File: src/rtl/tcp_tx_seg_engine.sv
// -----------------------------------------------------------------------------
// tcp_tx_seg_engine
//
// Per-flow TCP transmit segment engine. A scheduler grant selects a flow. The
// engine then reads that flow's state and sizes one segment. The segment size
// is the smallest of the buffered bytes, the MSS and the peer window; the
// window is ignored for a retransmit. The engine emits the header fields and
// a payload descriptor, writes back the next sequence number and finally
// tells the scheduler which pending flags to clear.
//
// Ports
//   clk, rst                  clock; asynchronous active-low reset
//   sched_req_*               grant handshake (flow id, retransmit, pure-ack)
//   st_rd_val / st_rd_addr    flow-state read strobe and address; the
//                             response arrives on st_* exactly one cycle later
//   st_tail_ptr .. st_peer_win  flow-state read response
//   st_wr_val / st_wr_seq     one-cycle write-back of the new our_seq
//   pkt_*                     segment header + payload descriptor (val/rdy)
//   upd_*                     flag-clear command back to the scheduler (val/rdy)
//
// Sequence: IDLE -> RD -> CALC -> [EMIT] -> WB -> IDLE
// -----------------------------------------------------------------------------
module tcp_tx_seg_engine #(
    parameter int FLOWID_W  = 6,
    parameter int PTR_W     = 16,
    parameter int SEQ_W     = 32,
    parameter int MSS       = 1460,
    parameter int GO_BACK_N = 1
) (
    input  logic                clk,
    input  logic                rst,

    input  logic                sched_req_val,
    output logic                sched_req_rdy,
    input  logic [FLOWID_W-1:0] sched_req_flowid,
    input  logic                sched_req_rt,
    input  logic                sched_req_ack,

    output logic                st_rd_val,
    output logic [FLOWID_W-1:0] st_rd_addr,
    input  logic [PTR_W:0]      st_tail_ptr,
    input  logic [SEQ_W-1:0]    st_our_seq,
    input  logic [SEQ_W-1:0]    st_una,
    input  logic [SEQ_W-1:0]    st_their_ack,
    input  logic [15:0]         st_peer_win,

    output logic                st_wr_val,
    output logic [SEQ_W-1:0]    st_wr_seq,

    output logic                pkt_val,
    input  logic                pkt_rdy,
    output logic [FLOWID_W-1:0] pkt_flowid,
    output logic [SEQ_W-1:0]    pkt_seq,
    output logic [SEQ_W-1:0]    pkt_ack,
    output logic [7:0]          pkt_flags,
    output logic [PTR_W-1:0]    pkt_pay_addr,
    output logic [PTR_W:0]      pkt_pay_len,

    output logic                upd_val,
    input  logic                upd_rdy,
    output logic [FLOWID_W-1:0] upd_flowid,
    output logic                upd_clr_rt,
    output logic                upd_clr_ack,
    output logic                upd_clr_data
);

    typedef enum logic [2:0] {
        S_IDLE = 3'd0,
        S_RD   = 3'd1,
        S_CALC = 3'd2,
        S_EMIT = 3'd3,
        S_WB   = 3'd4
    } state_t;

    localparam logic [PTR_W:0] MSS_LEN = (PTR_W+1)'(MSS);

    state_t state_reg, state_next;

    // Keeps the grant port closed while reset is asserted. It opens on the
    // first clock edge after reset is released.
    logic run_reg;

    logic [FLOWID_W-1:0] flowid_reg;
    logic                rt_reg;
    logic                ack_reg;
    logic [SEQ_W-1:0]    seq_reg;
    logic [SEQ_W-1:0]    hdr_ack_reg;
    logic [SEQ_W-1:0]    wr_seq_reg;
    logic [PTR_W:0]      len_reg;
    logic                sent_reg;
    logic                clr_data_reg;
    logic                wr_done_reg;

    // ---------------- segment sizing (valid during CALC) -----------------
    logic [SEQ_W-1:0] base_seq;
    logic [SEQ_W-1:0] inflight;
    logic [SEQ_W-1:0] win_ext;
    logic [SEQ_W-1:0] room;
    logic [PTR_W:0]   avail;
    logic [PTR_W:0]   cap;
    logic [PTR_W:0]   len_calc;
    logic [SEQ_W-1:0] len_ext;
    logic [SEQ_W-1:0] wr_seq_calc;
    logic             emit_calc;
    logic             clr_data_calc;

    always_comb begin
        base_seq = rt_reg ? st_una : st_our_seq;
        // Pointer and sequence differences are modular, so wrap needs no
        // special handling.
        avail    = st_tail_ptr - base_seq[PTR_W:0];
        inflight = st_our_seq - st_una;
        win_ext  = SEQ_W'(st_peer_win);
        room     = (win_ext > inflight) ? (win_ext - inflight) : '0;
        cap      = (avail < MSS_LEN) ? avail : MSS_LEN;
        // A retransmit resends bytes the peer has already admitted, so the
        // window does not clamp it.
        if (!rt_reg && (room < SEQ_W'(cap))) begin
            len_calc = room[PTR_W:0];
        end else begin
            len_calc = cap;
        end
        len_ext = SEQ_W'(len_calc);
        if (!rt_reg) begin
            wr_seq_calc = st_our_seq + len_ext;
        end else if (GO_BACK_N != 0) begin
            wr_seq_calc = st_una + len_ext;
        end else begin
            wr_seq_calc = st_our_seq;
        end
        emit_calc     = rt_reg | ack_reg | (len_calc != '0);
        clr_data_calc = !rt_reg && (len_calc == avail);
    end

    // ---------------- FSM state register ---------------------------------
    always_ff @(posedge clk or negedge rst) begin
        if (!rst) begin
            state_reg <= S_IDLE;
            run_reg   <= 1'b0;
        end else begin
            state_reg <= state_next;
            run_reg   <= 1'b1;
        end
    end

    // ---------------- FSM next state / handshake outputs -----------------
    always_comb begin
        state_next    = state_reg;
        sched_req_rdy = 1'b0;
        st_rd_val     = 1'b0;
        pkt_val       = 1'b0;
        upd_val       = 1'b0;
        st_wr_val     = 1'b0;
        case (state_reg)
            S_IDLE: begin
                sched_req_rdy = run_reg;
                if (sched_req_val && run_reg) begin
                    state_next = S_RD;
                end
            end
            S_RD: begin
                st_rd_val  = 1'b1;
                state_next = S_CALC;
            end
            S_CALC: begin
                state_next = emit_calc ? S_EMIT : S_WB;
            end
            S_EMIT: begin
                pkt_val = 1'b1;
                if (pkt_rdy) begin
                    state_next = S_WB;
                end
            end
            S_WB: begin
                upd_val   = 1'b1;
                // The write-back fires once even if upd_rdy stalls.
                st_wr_val = !wr_done_reg;
                if (upd_rdy) begin
                    state_next = S_IDLE;
                end
            end
            default: begin
                state_next = S_IDLE;
            end
        endcase
    end

    // ---------------- datapath registers ---------------------------------
    always_ff @(posedge clk or negedge rst) begin
        if (!rst) begin
            flowid_reg   <= '0;
            rt_reg       <= 1'b0;
            ack_reg      <= 1'b0;
            seq_reg      <= '0;
            hdr_ack_reg  <= '0;
            wr_seq_reg   <= '0;
            len_reg      <= '0;
            sent_reg     <= 1'b0;
            clr_data_reg <= 1'b0;
            wr_done_reg  <= 1'b0;
        end else begin
            case (state_reg)
                S_IDLE: begin
                    if (sched_req_val && run_reg) begin
                        flowid_reg <= sched_req_flowid;
                        rt_reg     <= sched_req_rt;
                        ack_reg    <= sched_req_ack;
                    end
                end
                S_CALC: begin
                    seq_reg      <= base_seq;
                    hdr_ack_reg  <= st_their_ack;
                    wr_seq_reg   <= wr_seq_calc;
                    len_reg      <= len_calc;
                    sent_reg     <= emit_calc;
                    clr_data_reg <= clr_data_calc;
                    wr_done_reg  <= 1'b0;
                end
                S_WB: begin
                    wr_done_reg <= 1'b1;
                end
                default: begin
                end
            endcase
        end
    end

    // ---------------- registered output fields ---------------------------
    assign st_rd_addr   = flowid_reg;
    assign st_wr_seq    = wr_seq_reg;
    assign pkt_flowid   = flowid_reg;
    assign pkt_seq      = seq_reg;
    assign pkt_ack      = hdr_ack_reg;
    assign pkt_flags    = (len_reg != '0) ? 8'h18 : 8'h10;
    assign pkt_pay_addr = seq_reg[PTR_W-1:0];
    assign pkt_pay_len  = len_reg;
    assign upd_flowid   = flowid_reg;
    assign upd_clr_rt   = rt_reg;
    assign upd_clr_ack  = sent_reg;
    assign upd_clr_data = clr_data_reg;

endmodule
File: config.mk
export PLATFORM = sky130hd
export DESIGN_NAME = tcp_tx_seg_engine
export DESIGN_NICKNAME = d
export VERILOG_FILES = /design/src/rtl/tcp_tx_seg_engine.sv
export SDC_FILE = /design/constraint.sdc
export NUM_CORES = 1
export LEC_CHECK = 0
export ABC_AREA = 1
export CAP_MARGIN = 5
export CELL_PAD_IN_SITES_DETAIL_PLACEMENT = 2
export CELL_PAD_IN_SITES_GLOBAL_PLACEMENT = 2
export CORE_UTILIZATION = 29
export CTS_BUF_LIST = sky130_fd_sc_hd__clkbuf_8
export DETAILED_ROUTE_END_ITERATION = 7
export PLACE_DENSITY = 0.95
export SLEW_MARGIN = 15
export SYNTH_ARGS = -nofsm -noshare
export SYNTH_HDL_FRONTEND = slang
export SYNTH_SLANG_ARGS = --single-unit
File: constraint.sdc
create_clock -name clk -period 14.15 [get_ports clk]
set_clock_uncertainty 0.2 [all_clocks]
set_input_delay 2.83 -clock clk [delete_from_list [all_inputs] [get_ports clk]]
set_output_delay 2.83 -clock clk [all_outputs]
set_load 0.01 [all_outputs]
==> flow_summary.toml <==
[outcome]
status = "finished, final reports clean"

[timing]
maxSlewViolCount = 0
max_slew_margin_pct = 34.0
post-route-min-period_ns = 12.56
hold_viol_final = 0
tns_ns = 0
tightest_slew_ns = 0.980
max_freq_mhz = 79.6
grt_setup_unrepaired = "false"
finalCritPeriodShare_pct = 88.8
final-setup-viol-count = 0

[clocking]
cts_setup_buffers = 0
cts_root_buf = "clkbuf_8"
cts_max_level = 4
cts_tree = "done"
cts_buffers = 17
clk_path_buf_depth = 2
cts_hold_buf = 0
clk_pin_slew_ns = 0.11
cts_resized = 0
clock_latency_ns = 0.48
clock_sinks = 128

[cells_and_area]
drive_gt1_share_pct = 6.10
regArea_sq_um = 3200
final_util_pct = 38.7
final_common_cell = "nand2_1"
fillers = 4924
fin_nets = 2393
syn2layout_area_growth_pct = 31.7
final_cell_mix = "667 x nand2_1, 296 x clkdlybuf4s50_1, 263 x inv_1, 156 x nor2_1, 127 x dfrtp_1"
multiInputGateArea_sq_um = 7410

[synthesis]
ys_seq_area_share_pct = 26.7
synth_seq_cells = 128
async_flop_share_pct = 100
synthCells = 1871
syn_area_sq_um = 12000
synth_cell_types = 53
synth_ff_type = "dfrtp_1"
syn_avg_cell_area_sq_um = 6.41
yosysWarnings = 0
synth_edf_count = 0

[setup_path]
crit_fanout = 16
cp-end-kind = "register"
slowest_stage = "a2111oi_0"
cp.required_ns = 14.33
setup.worst_path.start_class = "input pin"
crit_top_cell = "nand2_1"
r2r_slack_ns = 4.69
crit_arrival_ns = 12.74
slowest_delay_ns = 0.54
crit_type = "input pin to register"

[floorplanning]
die_width_um = 205
die_h_um = 205
die_area_sq_um = 42200
rows = 74
ios = 305
start_util_pct = 29.4
coreArea_sq_um = 40800

[global_route]
top_usage_layer = "met2"
grt_max_degree = 92
grt_usage_pct = 27.3
grtUsageMet3_pct = 3.75
grt-ovfl-total = 0
met2_usage_pct = 49.9
antenna_found_initial = 3
grt_first_pass_wirelength_mm = 87.0
met1_usage_pct = 30.8
grt_pass1_vias = 15600

[job]
cap_violations = 0

[placed_design]
portBuffers = 297
dp_hpwl_mm = 47.8
routabilityCongestion = 0.915

[hold_path]
min_path_type = "register to register"

[power]
leakage_nw = 8.18
power_density_nw_per_um2 = 192
peakVddDrop_v = 0.0000929

[drt]
via_count = 13600
drt_wl_total_mm = 57.2
drcViolationCount = 0
dr.pass1.iters = 5
routedWlPerCell_um = 21.2
drt_iter0_markers = 503
via_per_inst = 5.04
ant_nets = 0
per-layer routing:
metal  vias up  wire length [um]  share of wire [%]
met5         -                 0                  0
met4         0              2890                5.0
met3       140              2010                3.5
met2       340             29300                 51
met1      6736             23100                 40
li1       6398                 -                  -
layout make-up:
cell class	instances	share of cell area [%]
timing repair buffer	318	19.8
clock inverter	11	0.499
antenna	4	0.0633
clock buffer	21	1.83
tap	532	4.21
multi-input combinational	1417	46.9
inverter	269	6.40
sequential	128	20.3
stage by stage:
step	hold WS [ns]	power [mW]	setup slack [ns]	cells	area [sq um]
after floorplan	0.243	1.76	3.90	1885	12100
after global placement	0.252	2.55	2.18	2664	15400
after detailed placement	0.257	2.70	1.20	2664	15400
after CTS	0.287	3.05	1.69	2696	15800
after global routing	0.311	3.26	0.662	2696	15800
final	0.281	3.04	1.59	2700	15800
cells in the mapped netlist, drive strengths merged, types with 11 or more instances:
cell	n	area, sq um
mux2	11	124
nand4	18	113
buf	44	332
o21ai	100	504
ha	96	1200
inv	269	1010
nor3	23	141
nor2	168	663
clkbuf	27	101
a21oi	73	388
nand3	101	536
dfrtp	128	3200
nand2	691	2670
nand3b	15	113
xnor2	27	236
xor2	26	228
kinds of logic after synthesis:
family,share of synthesized area (%)
AO/OA/AOI/OAI,9.15
AND/OR/NAND/NOR,36.4
adder cells (fa/ha/maj),10.7
flip-flops,26.7
other,0.0626
XOR/XNOR,3.87
buffers and inverters,12.0
multiplexers,1.12
path summary, 6_finish.rpt:
| kind | from | depth (start not counted) | to |
|---|---|---|---|
| worst max-delay path | st_una[0] | 53 | st_wr_seq[25]$_DFFE_PN0N_ |
| worst min-delay path | pkt_ack[10]$_DFFE_PN0N_ | 2 | pkt_ack[10]$_DFFE_PN0N_ |
| worst max register to register | upd_clr_rt$_DFFE_PN0P_ | 50 | st_wr_seq[25]$_DFFE_PN0N_ |
| worst min register to register | pkt_ack[10]$_DFFE_PN0N_ | 2 | pkt_ack[10]$_DFFE_PN0N_ |
| max in group asynchronous | rst | 2 | pkt_seq[29]$_DFFE_PN0N_ |
| min in group asynchronous | rst | 1 | pkt_ack[15]$_DFFE_PN0N_ |
critical path, delay by kind of cell:
kind,cells,cell delay [ns]
buffers and inverters,6,0.99
xor gates and xnor gates,2,0.30
adders and majority gates,5,1.68
and+or+nand+nor,30,4.54
muxes,1,0.30
AOI/OAI and AO/OA,9,2.07
report_power, final:
group / internal (mW) / switching, mW
Sequential: 0.542 / 0.139
Clock: 0.141 / 0.184
Combinational: 0.800 / 1.23
(Power assumes the default switching activity.)
